$ cat config.mk
export PLATFORM = sky130hd
export DESIGN_NAME = toggle_bank
export DESIGN_NICKNAME = d
export VERILOG_FILES = /design/src/rtl/toggle_bank_pkg.sv /design/src/rtl/toggle_channel.sv /design/src/rtl/toggle_bank.sv
export SDC_FILE = /design/constraint.sdc
export NUM_CORES = 1
export LEC_CHECK = 0
export ABC_AREA = 1
export CORE_UTILIZATION = 60
export DETAILED_ROUTE_END_ITERATION = 16
export PLACE_DENSITY = 0.8
export SETUP_SLACK_MARGIN = 0.5
export SYNTH_ARGS = -nofsm -noshare
export SYNTH_HDL_FRONTEND = slang
export SYNTH_SLANG_ARGS = --single-unit
$ cat constraint.sdc
create_clock -name i_Clk -period 1.69 [get_ports i_Clk]
set_input_delay 0.2535 -clock i_Clk [delete_from_list [all_inputs] [get_ports i_Clk]]
set_output_delay 0.2535 -clock i_Clk [all_outputs]
set_load 0.02 [all_outputs]
$ cat src/rtl/toggle_bank_pkg.sv
// Shared encodings and constants for the toggle_bank channel array.
package toggle_bank_pkg;

    localparam int unsigned CH_IDX_W = 4;

    typedef enum logic {
        MODE_TOGGLE = 1'b0,
        MODE_PULSE  = 1'b1
    } mode_e;

endpackage

$ cat src/rtl/toggle_channel.sv
// One count-and-toggle channel: counter, limit, mode and registered out/tick.
module toggle_channel
    import toggle_bank_pkg::*;
#(
    parameter int unsigned CNT_WIDTH     = 16,
    parameter int unsigned DEFAULT_LIMIT = 9
) (
    input  logic                 clk,
    input  logic                 reset,
    input  logic                 enable,
    input  logic                 wr_en,
    input  logic [CNT_WIDTH-1:0] wr_limit,
    input  mode_e                wr_mode,
    output logic                 out,
    output logic                 tick
);

    logic [CNT_WIDTH-1:0] cnt;
    logic [CNT_WIDTH-1:0] limit;
    mode_e                mode;
    logic                 term_c;
    logic                 mode_chg_c;

    // >= rather than == so a counter stranded above a lowered limit recovers at once
    assign term_c     = cnt >= limit;
    assign mode_chg_c = wr_en && (wr_mode != mode);

    // Old limit and mode judge this cycle; a write lands for the next one
    always_ff @(posedge clk) begin
        if (reset) begin
            cnt   <= '0;
            limit <= CNT_WIDTH'(DEFAULT_LIMIT);
            mode  <= MODE_TOGGLE;
            out   <= 1'b0;
            tick  <= 1'b0;
        end else begin
            if (wr_en) begin
                limit <= wr_limit;
                mode  <= wr_mode;
            end
            if (!enable) begin
                cnt  <= '0;
                out  <= 1'b0;
                tick <= 1'b0;
            end else begin
                cnt  <= term_c ? '0 : cnt + CNT_WIDTH'(1);
                tick <= term_c;
                // Any mode switch restarts the output from 0
                if (mode_chg_c) begin
                    out <= 1'b0;
                end else if (mode == MODE_PULSE) begin
                    out <= term_c;
                end else if (term_c) begin
                    out <= ~out;
                end
            end
        end
    end

endmodule

$ cat src/rtl/toggle_bank.sv
// Bank of independent count-and-toggle channels with a shared configuration write port.
module toggle_bank
    import toggle_bank_pkg::*;
#(
    parameter int unsigned NUM_CH        = 4,
    parameter int unsigned CNT_WIDTH     = 16,
    parameter int unsigned DEFAULT_LIMIT = 9
) (
    input  logic                 i_Clk,
    input  logic                 i_Reset,
    input  logic [NUM_CH-1:0]    i_Enable,
    input  logic                 i_Wr_En,
    input  logic [CH_IDX_W-1:0]  i_Wr_Ch,
    input  logic [CNT_WIDTH-1:0] i_Wr_Limit,
    input  logic                 i_Wr_Mode,
    output logic [NUM_CH-1:0]    o_Out,
    output logic [NUM_CH-1:0]    o_Tick
);

    mode_e wr_mode_c;
    assign wr_mode_c = mode_e'(i_Wr_Mode);

    // Full-width index compare: indices >= NUM_CH select no channel
    for (genvar n = 0; n < NUM_CH; n++) begin : g_ch
        logic sel_c;
        assign sel_c = i_Wr_En && (i_Wr_Ch == CH_IDX_W'(n));

        toggle_channel #(
            .CNT_WIDTH     (CNT_WIDTH),
            .DEFAULT_LIMIT (DEFAULT_LIMIT)
        ) u_ch (
            .clk      (i_Clk),
            .reset    (i_Reset),
            .enable   (i_Enable[n]),
            .wr_en    (sel_c),
            .wr_limit (i_Wr_Limit),
            .wr_mode  (wr_mode_c),
            .out      (o_Out[n]),
            .tick     (o_Tick[n])
        );
    end

endmodule

### Yosys cells after proc, flatten, opt, wreduce, memory -nomap -nowiden

Index checks and enable logic that the tools add are counted.

| cells by class | value |
|---|---|
| reduce and logical (&&, ||, !) cells | 25 |
| $add $sub $neg | 4 |
| magnitude comparators | 4 |
| equal/unequal tests | 7 |
| muxes and demuxes | 8 |
| bitwise gates (word level) | 8 |

Operator list:

| kind | number |
|---|---|
| $add 16x1->16 const B | 4 |
| $ge 16x16->1 | 4 |
| $reduce_or 3->1 | 8 |
| $eq 4x2->1 const B | 2 |
| $logic_and 1x1->1 | 8 |
| $mux 1 | 8 |
| $not 1->1 | 8 |
| $reduce_bool 2->1 | 4 |
| $reduce_or 2->1 | 4 |
| $eq 4x1->1 const B | 1 |
| $logic_not 4->1 | 1 |
| $ne 1x1->1 | 4 |

| storage, ports and cells | value |
|---|---|
| bits of input ports | 28 |
| bits in registers | 140 |

### Longest topological paths before layout

Gate-level depths: netlist (run 1).

| depth | value |
|---|---|
| depth after elaboration | 4 |
| depth in mapped cells | 15 |

### Hierarchy

From an unflattened synthesis (run 1), not the netlist that was laid out.

| unflattened totals | value |
|---|---|
| cells, all modules | 927 |
| area, all modules | 7320.8 µm² |

Modules (own cells, without submodules):

| module | area an instance (µm²) | cells each | instances | sequential area each (µm²) |
|---|---|---|---|---|
| toggle_channel | 1819.2 | 229 | 4 | 700.7 |
| toggle_bank | 43.8 | 11 | 1 | 0.0 |

### Least setup slack after synthesis (run 1)

Ideal clock, no wire load.

| timing | value |
|---|---|
| kind | register -> register |
| from | reg g_ch[0].u_ch.cnt[6] |
| to | reg g_ch[0].u_ch.cnt[6] |
| data required time | 1626 ps |
| stages on the path, launching flop included | 14 |
| data arrival time | 1483 ps |
| slack | 143 ps |
| cell sequence | dfxtp_1 -> ha_1 -> nand2_1 -> inv_1 -> nand2_1 -> nand2_1 -> nor2_1 -> nand2_1 -> nand2_1 -> nand2_1 -> inv_1 -> nand2_2 -> buf_4 -> nor2_1 |

| between the ends | value |
|---|---|
| word-level cells in the longest chain between the ends | 2 |
| elaborated cells between the ends (all ways) | 3 |

RTL lines:

| element | RTL line | text |
|---|---|---|
| start, declared | toggle_channel.sv:18 | `logic [CNT_WIDTH-1:0] cnt;` |
| start signal, assigned | toggle_channel.sv:46 | `cnt <= term_c ? '0 : cnt + CNT_WIDTH'(1);` |
| $ge 16x16->1 | toggle_channel.sv:25 | `assign term_c = cnt >= limit;` |
| $reduce_or 3->1 (no source line) | - |  |

Several ways; a longest one is shown, not always the timed one.
A chain may end at the register's enable or synchronous reset.

### Worst setup path after layout (run 1)

| timing | value |
|---|---|
| from | reg g_ch[1].u_ch.limit[7] |
| to | reg g_ch[1].u_ch.cnt[0] |

| between the ends | value |
|---|---|
| word-level cells in the longest chain between the ends | 2 |

RTL lines:

| element | RTL line | text |
|---|---|---|
| start, declared | toggle_channel.sv:19 | `logic [CNT_WIDTH-1:0] limit;` |
| start signal, assigned | toggle_channel.sv:32 | `limit <= CNT_WIDTH'(DEFAULT_LIMIT);` |
| start signal, assigned | toggle_channel.sv:38 | `limit <= wr_limit;` |
| $ge 16x16->1 | toggle_channel.sv:25 |  |
| $reduce_or 3->1 (no source line) | - |  |
| end signal, assigned | toggle_channel.sv:46 |  |
| end, declared | toggle_channel.sv:18 |  |

No other way between the ends.

==> metrics, run 1 <==
synthesized area per cell=approximately 7.5 um2; Commonest cells post-synth=inv_1, nand2_1, dfxtp_1; Final #Nets=between 1,000 and 1,500; vias in the first global route=about 7,000; Crit path depth=11; Avg WL per Cell=~20 um; H-tree depth=4; hold buffer count at CTS=0; Post-synth EDFFs=0; vias per cell=5.960; Register-to-Register Path Depth=11; CP bufs+invs=2; Critical Path Most Common Cell=nand2_1; outcome=complete, but fails checks; Ports=36; Least-Margin Pin Slew=~650 ps; CP max-delay cell=dfxtp_2; Layout area overhead=38.76%; share of cells above drive strength 1=0.3669; Top Family by Delay on Critical Path=simple AND/OR/NAND/NOR gates; Max Root-Sink Buffers=2; slew margin rel.=0.5683; Synth Flop Type=dfxtp_1; register area share after synthesis=0.3872; CTS tree=done; drt total wl=24,280 um; # clock sinks=140; pins over their slew limit=0; RSZ-0062 raised after global routing=yes; top post-synthesis cells by area=dfxtp_1, ha_1, inv_1, nand2_1, nor2_1; leakage=around 4.0 nW; drt pass-1 iters=9; Hold Path Depth=1; beginning of the critical path=g_ch[1].u_ch.limit[7]$_SDFFE_PP0P_; CP Class=flop to flop; largest net degree at the start of global routing=54; CTS Root Cell=clkbuf_16; via count=between 7,000 and 8,000; Power Density=742.3 mW/mm2; Synth top area share=0.3872; Post-DRT Antenna Nets=0; PortBufs=35; MaxCap Viol Count=0; first-pass GRT wire length=~34,000 um; Worst IR Drop VDD=about 0.00068 V; Hold Startpoint=g_ch[2].u_ch.cnt[0]$_SDFF_PP0_; fin crit period=1767 ps; detailed placement HPWL=roughly 11,000 um; Crit path largest cell delay=about 320 ps; final setup violation count=25; die width=roughly 110 um; Initial Util=0.6259; Synth area leader=dfxtp_1; DRT iter0 DRCs=951; Clock transition at path regs=60 ps; Final Hold Vio Count=0; overall die height=~110 um; worst r2r src=g_ch[1].u_ch.limit[7]$_SDFFE_PP0P_; Routability Congestion=approximately 0.82; CP startpoint kind=flop; crit-path max FO=8; arrival time worst endpoint=2130 ps; final period utilization=1.045; number of buffers created by CTS=17; GR Util All Layers=0.3524; Worst-Skew Late Latency=between 400 and 500 ps; Crit path required time=2050 ps; top-count cell post-synth=inv_1; DR DRC count=0; pre-CTS setup slack=-40.44 ps; synth unique cells=28; HP Class=flop to flop; Fmax=566.0 MHz; die area=between 0.01 and 0.015 mm2; area of the mapped netlist=around 0.0072 mm2; antenna violations before repair=0; total power=about 7.5 mW; warning count from the yosys run=0; Post-Syn Nets=1,063; final hold slack=around 440 ps; GRT overflow=0; violated checks=negative setup slack; critical path cell sequence=inv_2 > ha_4 > a21oi_1 > nand2_1 > nor2_1 > nand2_1 > nand2_1 > nand2_2 > clkinv_4 > nand2_8 > nor2_1; FF+latch count, synth=140; Final Skew=approximately 13 ps; Core ar.=0.01156 mm2; Worst Setup End Kind=flop; Gate Count Post-Synth=967; num rows=39; n_diodes=0; setup slack after layout=-76.71 ps; Synth async-reset ratio=0
==> metal layers <==
layer,up-vias,GRT usage,wire [um]
met5,-,0,0
met4,0,0.2234,1801
met3,180,0.08601,1926
met2,465,0.6075,11700
met1,3372,0.3889,8849
li1,3284,-,-
==> layout by cell type (no fill, tap or decap), types with 7 or more instances in the layout <==
master	n
nor2_4	15
a21oi_2	18
nand2_2	26
inv_1	112
o21ai_0	54
o21ai_1	12
nand2_4	7
inv_2	45
ha_4	45
dfxtp_1	80
dfxtp_2	54
buf_6	8
nand3_1	30
clkbuf_16	17
xor2_1	35
a21oi_1	75
clkdlybuf4s50_1	22
buf_12	7
xnor2_1	21
ha_1	21
nor2_2	40
nor2_1	78
buf_4	64
nand4_1	12
nand2_1	112
==> registers in the layout, summed over array words and instances (netlist names) <==
register and flops:
g_ch.u_ch.out 4, g_ch.u_ch.limit 64, g_ch.u_ch.tick 4, g_ch.u_ch.mode 4, g_ch.u_ch.cnt 64
==> power breakdown <==
group	switching (mW)	internal (mW)
registers	0.0273	3.34
clock network	1.36	2.08
logic	0.390	0.255
total	1.78	5.68
==> worst paths after layout <==
check | end | slack [ps]
setup / recovery | g_ch[1].u_ch.cnt[0]$_SDFF_PP0_ | -80
hold / removal | g_ch[2].u_ch.cnt[0]$_SDFF_PP0_ | 440
hold reg to reg | g_ch[2].u_ch.cnt[0]$_SDFF_PP0_ | 440
setup reg to reg | g_ch[1].u_ch.cnt[0]$_SDFF_PP0_ | -80
==> kinds of logic after synthesis <==
group | share of synthesized area
AOI/OAI and AO/OA | 0.1175
buffers and inverters | 0.1101
DFF | 0.3872
and+or+nand+nor | 0.1998
adders and majority gates | 0.1175
xor gates and xnor gates | 0.06776
==> metrics by stage <==
step	setup TNS, ps	utilization	cell area [um2]	cells
after detailed placement	-816.2	0.7002	8098	1157
after global placement	-7.915	0.7002	8098	1157
after global routing	-5582	0.8684	10040	1225
after CTS	0	0.8290	9587	1218
final	-1113	0.8684	10040	1225
after floorplan	0	-	7386	967
==> what timing repair did <==
action	4_1_cts	5_1_grt
buffers inserted	24	7
setup endpoints to repair	118	135
endpoints found under the hold margin	0	0
gates resized for setup	218	129
gates cloned	8	0
pin swaps	86	43
==> cell type report <==
class,count,area [um2]
Clock buffer,28,526.8
Fill cell,504,1521
Sequential cell,140,2893
Timing Repair inverter,3,22.52
Clock inverter,1,5.005
Multi-Input combinational cell,637,4736
Inverter,161,619.3
Tap cell,143,178.9
Timing Repair Buffer,112,1062
No activity file was read; power rests on OpenSTA's default activity.
==> run 2, diff against run 1 <==
Settings changed: CORE_UTILIZATION 60 to 35, CTS_BUF_LIST set to sky130_fd_sc_hd__clkbuf_16, PLACE_DENSITY 0.8 to unset.
==> run 2 against run 1 <==
Against the previous run:
- the flow now finishes without violations
- sequential cell count unchanged
- design area increased by 2.1%
- die area increased by 70%
- setup slack improved by 99 ps
- clock skew decreased by 5.0 ps
- final cell count increased by 11%
- power increased by 2.2%
- clock power increased by 6.1%
- critical path type unchanged
- highest routed layer unchanged
==> metrics, run 2 (synthesis gave the netlist of run 1 again) <==
outcome=finished clean (was complete, but fails checks); die area=0.02126 mm2 (was 0.01251 mm2); critical path cell sequence=ha_4 > a21oi_1 > nand2_1 > nor2_1 > nand2_1 > nand2_1 > nand2_2 > inv_2 > nand2_4 > clkbuf_16 > nor2_1 (was inv_2 > ha_4 > a21oi_1 > nand2_1 > nor2_1 > nand2_1 > nand2_1 > nand2_2 > clkinv_4 > nand2_8 > nor2_1); share of cells above drive strength 1=0.3486 (was 0.3669); crit-path max FO=8 (unchanged); drt pass-1 iters=5 (was 9); DRT iter0 DRCs=302 (was 951); Crit path largest cell delay=370 ps (was 320 ps); # clock sinks=140 (unchanged); PortBufs=35 (unchanged); Crit path required time=2050 ps (about the same); Core ar.=0.02023 mm2 (was 0.01156 mm2); Worst-Skew Late Latency=430 ps (was 440 ps); first-pass GRT wire length=29,070 um (was 34,160 um); number of buffers created by CTS=17 (unchanged); HP Class=input port to flop (was flop to flop); commonest cells after routing, fill and taps aside=inv_1, nand2_1, dfxtp_1 (unchanged); slew margin rel.=0.7264 (was 0.5683); antenna violations before repair=0 (unchanged); Max Root-Sink Buffers=2 (unchanged); n_diodes=0 (unchanged); vias per cell=4.686 (was 5.960); largest net degree at the start of global routing=37 (was 54); Initial Util=0.3577 (was 0.6259); Least-Margin Pin Slew=409.1 ps (was 645.1 ps); Layout Cells excl Fill=1,360 (was 1,225); Worst IR Drop VDD=0.0007195 V (was 0.0006757 V); final period utilization=0.9869 (was 1.045); filler instances=1,859 (was 504); num rows=52 (was 39); Top Registers=g_ch.u_ch.cnt: 64 flops, g_ch.u_ch.limit: 64 flops (unchanged); Post-DRT Antenna Nets=0 (unchanged); Critical Path Most Common Cell=nand2_1 (unchanged); GRT overflow=0 (unchanged); MaxCap Viol Count=0 (unchanged); Final #Nets=1,173 (was 1,168); RSZ-0062 raised after global routing=yes (unchanged); DR DRC count=0 (unchanged); leakage=4.033 nW (was 4.010 nW); Crit path depth=11 (unchanged); Top Family by Delay on Critical Path=simple AND/OR/NAND/NOR gates (unchanged); final setup violation count=0 (was 25); Final Hold Vio Count=0 (unchanged); H-tree depth=4 (unchanged); fin crit period=1668 ps (was 1767 ps); Seq. cell area=0.002890 mm2 (was 0.002893 mm2); vias in the first global route=5,784 (was 6,971); Worst Setup End Kind=flop (unchanged); overall die height=145.8 um (was 111.8 um); Power Density=743.0 mW/mm2 (was 742.3 mW/mm2); Layout area overhead=41.66% (was 38.76%); Ports=36 (unchanged); Register-to-Register Path Depth=11 (unchanged); pins over their slew limit=0 (unchanged); CTS Root Cell=clkbuf_16 (unchanged); placed insts=1,301 (was 1,157); Fmax=599.6 MHz (was 566.0 MHz); Hold Path Depth=4 (was 1); CTS tree=done (unchanged); final core occ=0.5067 (was 0.8684); drt total wl=18,940 um (was 24,280 um); CP max-delay cell=dfxtp_2 (unchanged); die width=145.8 um (was 111.8 um); arrival time worst endpoint=2030 ps (was 2130 ps); multi-input logic area=0.004671 mm2 (was 0.004736 mm2); Routability Congestion=0.7721 (was 0.8215); CP startpoint kind=flop (unchanged); CP bufs+invs=2 (unchanged); commonest non-fill, non-tap cell in the layout=inv_1; CP Class=flop to flop (unchanged); detailed placement HPWL=11,890 um (was 11,050 um); GR Util All Layers=0.1735 (was 0.3524); Clock transition at path regs=60 ps (about the same); Avg WL per Cell=13.93 um (was 19.82 um); Final Skew=7.906 ps (was 12.91 ps); via count=6,373 (was 7,301)
-- run 2: cell count changes in the layout (fill, tap and decap cells not counted), sizes merged, moves of 3 or more --
cell,before,now
bufinv,0,3
buf,84,88
clkbuf,28,20
inv,160,166
clkinv,2,9
-- run 2: worst paths after layout --
kind | start | endpoint | slack, ps
hold / removal | i_Wr_Ch[1] | g_ch[2].u_ch.limit[11]$_SDFFE_PP0P_ | 280
hold reg to reg | g_ch[0].u_ch.limit[12]$_SDFFE_PP0P_ | g_ch[0].u_ch.limit[12]$_SDFFE_PP0P_ | 460
setup / recovery | g_ch[3].u_ch.cnt[7]$_SDFF_PP0_ | g_ch[3].u_ch.cnt[4]$_SDFF_PP0_ | 20
setup reg to reg | g_ch[3].u_ch.cnt[7]$_SDFF_PP0_ | g_ch[3].u_ch.cnt[4]$_SDFF_PP0_ | 20
-- run 2: layout make-up --
type                    instances  area share
flip-flops and latches        140      0.2819
clock inverters                15     0.01367
well taps                     270     0.03295
repair inverters                4    0.002685
inverters                     161     0.06040
clock buffers                  17     0.04149
multi-input cells             635      0.4555
repair buffers                118      0.1114
-- run 2: stage by stage --
| stage | setup slack [ps] | instance area (um2) | total power, mW | TNS (ps) | hold slack (ps) |
|---|---|---|---|---|---|
| after floorplan | 204.6 | 7386 | 3.692 | 0 | 353.2 |
| after global placement | -32.39 | 8384 | 3.892 | -168.6 | 447.4 |
| after detailed placement | -54.85 | 8384 | 3.900 | -342.3 | 450.9 |
| after CTS | 79.59 | 9622 | 7.593 | 0 | 453.6 |
| after global routing | -102.9 | 10250 | 7.908 | -2134 | 297.8 |
| final | 22.16 | 10250 | 7.618 | 0 | 277.8 |
-- run 2: power by group --
part           internal, mW  switching, mW  leakage (nW)
combinational         0.261          0.351          2.58
clock                  2.26           1.38         0.295
sequential             3.34         0.0237          1.16
-- run 2: per-layer routing --
metal / routed length, um / GRT usage / vias to the layer above
li1: - / - / 3290
met1: 8666 / 0.2252 / 2974
met2: 9490 / 0.2885 / 91
met3: 540 / 0.03072 / 18
met4: 244 / 0.06053 / 0
met5: 0 / 0 / -
-- run 2: repair_timing --
action                     in CTS  in global routing
hold buffers                    0                  0
setup endpoints to repair     126                103
buffers inserted                9                  9
pin swaps                      53                 45
resized for setup             175                153
gates cloned                    5                  4
-- run 2: worst min-delay path, stage by stage --
cell and delay (ps):
clkbuf_2 120, nand3_4 110, o21ai_0 70, a21oi_1 100
==> run 3, diff against run 2 <==
Settings changed: ABC_AREA 1 to unset.
==> run 3 against run 2 <==
Against the previous run:
- the flow now finishes with violations (negative setup slack)
- global-route usage is 0.056 points lower
- synthesized area is 3.3% lower
- count of clock-buffer cells in the layout stayed put
- critical path type unchanged
- sequential cell count stayed put
==> metrics, run 3 <==
warning count from the yosys run=0 (unchanged); vias per cell=4.750 (was 4.686); Post-synth EDFFs=0 (unchanged); CP startpoint kind=flop (unchanged); Synth Area in Compound Gates=0.07153 (was 0.1175); Worst IR Drop VDD=0.0008051 V (was 0.0007195 V); antenna violations before repair=0 (unchanged); PortBufs=35 (unchanged); # clock sinks=140 (unchanged); Crit path largest cell delay=480 ps (was 370 ps); commonest non-fill, non-tap cell in the layout=dfxtp_1 (was inv_1); commonest cells after routing, fill and taps aside=dfxtp_1, buf_4, nor2_1 (was inv_1, nand2_1, dfxtp_1); Top Family by Delay on Critical Path=simple AND/OR/NAND/NOR gates (unchanged); via count=5,900 (was 6,373); area of the mapped netlist=0.006997 mm2 (was 0.007238 mm2); worst r2r src=g_ch[2].u_ch.limit[12]$_SDFFE_PP0P_ (was g_ch[3].u_ch.cnt[7]$_SDFF_PP0_); hold path endpoint=g_ch[0].u_ch.mode$_SDFFE_PP0P_ (was g_ch[2].u_ch.limit[11]$_SDFFE_PP0P_); CTS tree=done (unchanged); Synth async-reset ratio=0 (unchanged); Synth Flop Type=dfxtp_1 (unchanged); CP bufs+invs=2 (unchanged); synth unique cells=48 (was 28); Worst-Skew Late Latency=430 ps (about the same); Worst R2R End=g_ch[2].u_ch.cnt[6]$_SDFF_PP0_ (was g_ch[3].u_ch.cnt[4]$_SDFF_PP0_); crit-path max FO=8 (unchanged); area share of fa/ha/maj cells after synthesis=0.1216 (was 0.1175); placed insts=1,179 (was 1,301); Layout Cells excl Fill=1,242 (was 1,360); RSZ-0062 raised after global routing=yes (unchanged); DR DRC count=0 (unchanged); violated checks=negative setup slack; DP Area=0.008451 mm2 (was 0.008384 mm2); R2R setup slack=-380 ps (was 20 ps); GR Util All Layers=0.1729 (was 0.1735); Hold Path Depth=2 (was 4); top post-synthesis cells by area=dfxtp_1, ha_1, nor2_1, mux2i_1, inv_1 (was dfxtp_1, ha_1, inv_1, nand2_1, nor2_1); Layout area overhead=44.94% (was 41.66%); Final Hold Vio Count=0 (unchanged); arrival time worst endpoint=2390 ps (was 2030 ps); final period utilization=1.224 (was 0.9869); Crit path required time=2010 ps (was 2050 ps); MaxCap Viol Count=0 (unchanged); DRT iter0 DRCs=263 (was 302); Clock transition at path regs=60 ps (about the same); H-tree depth=4 (unchanged); die area=0.02056 mm2 (was 0.02126 mm2); leakage=3.890 nW (was 4.033 nW); multiplexer share of the synthesized area=0.07028 (was 0); share of cells above drive strength 1=0.3347 (was 0.3486); vias in the first global route=5,711 (was 5,784); Synth area leader=dfxtp_1 (unchanged); CTS Root Cell=clkbuf_16 (unchanged); sw frac=0.2349 (was 0.2307); Worst Setup End Kind=flop (unchanged); largest family of logic cells by synthesized area=simple AND/OR/NAND/NOR gates (unchanged); Final #Nets=1,062 (was 1,173); filler instances=1,789 (was 1,859); Initial Util=0.3583 (was 0.3577); drt pass-1 iters=4 (was 5); Max Root-Sink Buffers=2 (unchanged); outcome=complete, but fails checks (was finished clean); Least-Margin Pin Slew=410.8 ps (was 409.1 ps); Ports=36 (unchanged); Avg WL per Cell=14.35 um (was 13.93 um); fin crit period=2069 ps (was 1668 ps); CP max-delay cell=or4_4 (was dfxtp_2); detailed placement HPWL=11,190 um (was 11,890 um); critical path cell sequence=inv_1 > ha_1 > nand4_1 > or4_4 > o32ai_4 > or3_4 > buf_16 > nor2_2 (was ha_4 > a21oi_1 > nand2_1 > nor2_1 > nand2_1 > nand2_1 > nand2_2 > inv_2 > nand2_4 > clkbuf_16 > nor2_1); Post-DRT Antenna Nets=0 (unchanged); Top Registers=g_ch.u_ch.cnt: 64 flops, g_ch.u_ch.limit: 64 flops (unchanged); total power=7.117 mW (was 7.618 mW); HP Class=input port to flop (unchanged); overall die height=143.4 um (was 145.8 um); drt total wl=17,820 um (was 18,940 um); Commonest cells post-synth=dfxtp_1, nor2_1, inv_1 (was inv_1, nand2_1, dfxtp_1); largest net degree at the start of global routing=58 (was 37); first-pass GRT wire length=27,140 um (was 29,070 um); pins over their slew limit=0 (unchanged); CP Class=flop to flop (unchanged); slew margin rel.=0.7240 (was 0.7264); Post-Synth XOR/XNOR Area=0.07386 (was 0.06776); Routability Congestion=0.7902 (was 0.7721); P_sw=1.672 mW (was 1.758 mW); final hold slack=162.5 ps (was 277.8 ps); Post-Syn Nets=907 (was 1,063); setup slack after layout=-379.3 ps (was 22.16 ps); post-route cell area=0.01014 mm2 (was 0.01025 mm2); register area share after synthesis=0.4006 (was 0.3872); synthesized area per cell=8.627 um2 (was 7.485 um2); top-count cell post-synth=dfxtp_1 (was inv_1); Synth top area share=0.4006 (was 0.3872); Fmax=483.3 MHz (was 599.6 MHz); beginning of the critical path=g_ch[2].u_ch.limit[12]$_SDFFE_PP0P_ (was g_ch[3].u_ch.cnt[7]$_SDFF_PP0_); Clock power frac=0.439 (was 0.478); Core ar.=0.01953 mm2 (was 0.02023 mm2); combinational share of power=0.090 (was 0.080); Seq pwr share=0.472 (was 0.441); die width=143.4 um (was 145.8 um); final setup violation count=69 (was 0); n_diodes=0 (unchanged); Hold Startpoint=i_Reset (was i_Wr_Ch[1]); Final Skew=6.210 ps (was 7.906 ps); FF+latch count, synth=140 (unchanged); Power Density=701.8 mW/mm2 (was 743.0 mW/mm2); num rows=51 (was 52); Gate Count Post-Synth=811 (was 967); P_int=5.445 mW (was 5.861 mW); Register-to-Register Path Depth=8 (was 11); number of buffers created by CTS=17 (unchanged); GRT overflow=0 (unchanged); Post-Synth Simple-Gate Area=0.1971 (was 0.1998)
==> run 3: cells by family (layout without fill, tap and decap cells) <==
logic type,after synthesis,after routing
AND/OR/NAND/NOR,309,309
flip-flops,140,140
buffers and inverters,107,273
AO/OA/AOI/OAI,79,79
adder cells (fa/ha/maj),68,68
XOR/XNOR,59,59
multiplexers,49,49
==> run 3: layer usage <==
layer / up-vias / share of wire / GRT usage
li1: 3023 / - / -
met1: 2748 / 0.44 / 0.2213
met2: 105 / 0.48 / 0.2823
met3: 24 / 0.067 / 0.03932
met4: 0 / 0.016 / 0.06495
met5: - / 0 / 0
==> run 3: area by class of cell <==
class,instances,area [um2],area share
Clock inverter,13,51.30,0.005059
Inverter,76,285.3,0.02813
Multi-Input combinational cell,564,4538,0.4475
Sequential cell,140,2849,0.2809
Timing Repair Buffer,167,1660,0.1637
Tap cell,265,331.6,0.03270
Clock buffer,17,425.4,0.04195
==> run 3: power by group through the flow <==
stage	sequential [mW]	combinational (mW)	clock [mW]
after floorplan	3.42	0.231	0
final	3.36	0.638	3.12
after detailed placement	3.42	0.448	0
after global routing	3.36	0.687	3.35
after global placement	3.42	0.445	0
after CTS	3.35	0.530	3.19
==> run 3: what timing repair did <==
item / CTS / global route
hold buffers: 0 / 0
pin swaps: 22 / 41
endpoints found under the setup margin: 148 / 120
gates cloned: 5 / 4
buffers inserted: 12 / 12
gates resized for setup: 125 / 129
==> run 3: worst register-to-register path, delay by kind of cell (launching register included) <==
kind                       cells  cell delay [ps]
and+or+nand+nor                4              950
AOI/OAI and AO/OA              1              220
adders and majority gates      1              270
DFF                            1              320
buffers and inverters          2              190
==> run 3: how the worst max path moves through the flow <==
stage | end | slack, ps | cells past startpoint
after global placement | g_ch[3].u_ch.cnt[15]$_SDFF_PP0_ | -370 | 8
final | g_ch[2].u_ch.cnt[6]$_SDFF_PP0_ | -380 | 8
after detailed placement | g_ch[3].u_ch.out$_SDFFE_PP0P_ | -380 | 8
after CTS | g_ch[2].u_ch.out$_SDFFE_PP0P_ | -330 | 7
after global routing | g_ch[2].u_ch.cnt[6]$_SDFF_PP0_ | -510 | 8
after floorplan | g_ch[3].u_ch.cnt[11]$_SDFF_PP0_ | -380 | 9
==> run 3: stage by stage <==
stage / TNS (ps) / setup slack, ps / utilization
3_3_place_gp: -26590 / -368.2 / 0.4328
3_5_place_dp: -28210 / -377.6 / 0.4328
5_1_grt: -23490 / -507.2 / 0.5194
6_report: -17100 / -379.3 / 0.5194
4_1_cts: -12720 / -329.8 / 0.4830
2_1_floorplan: -11380 / -379.3 / -
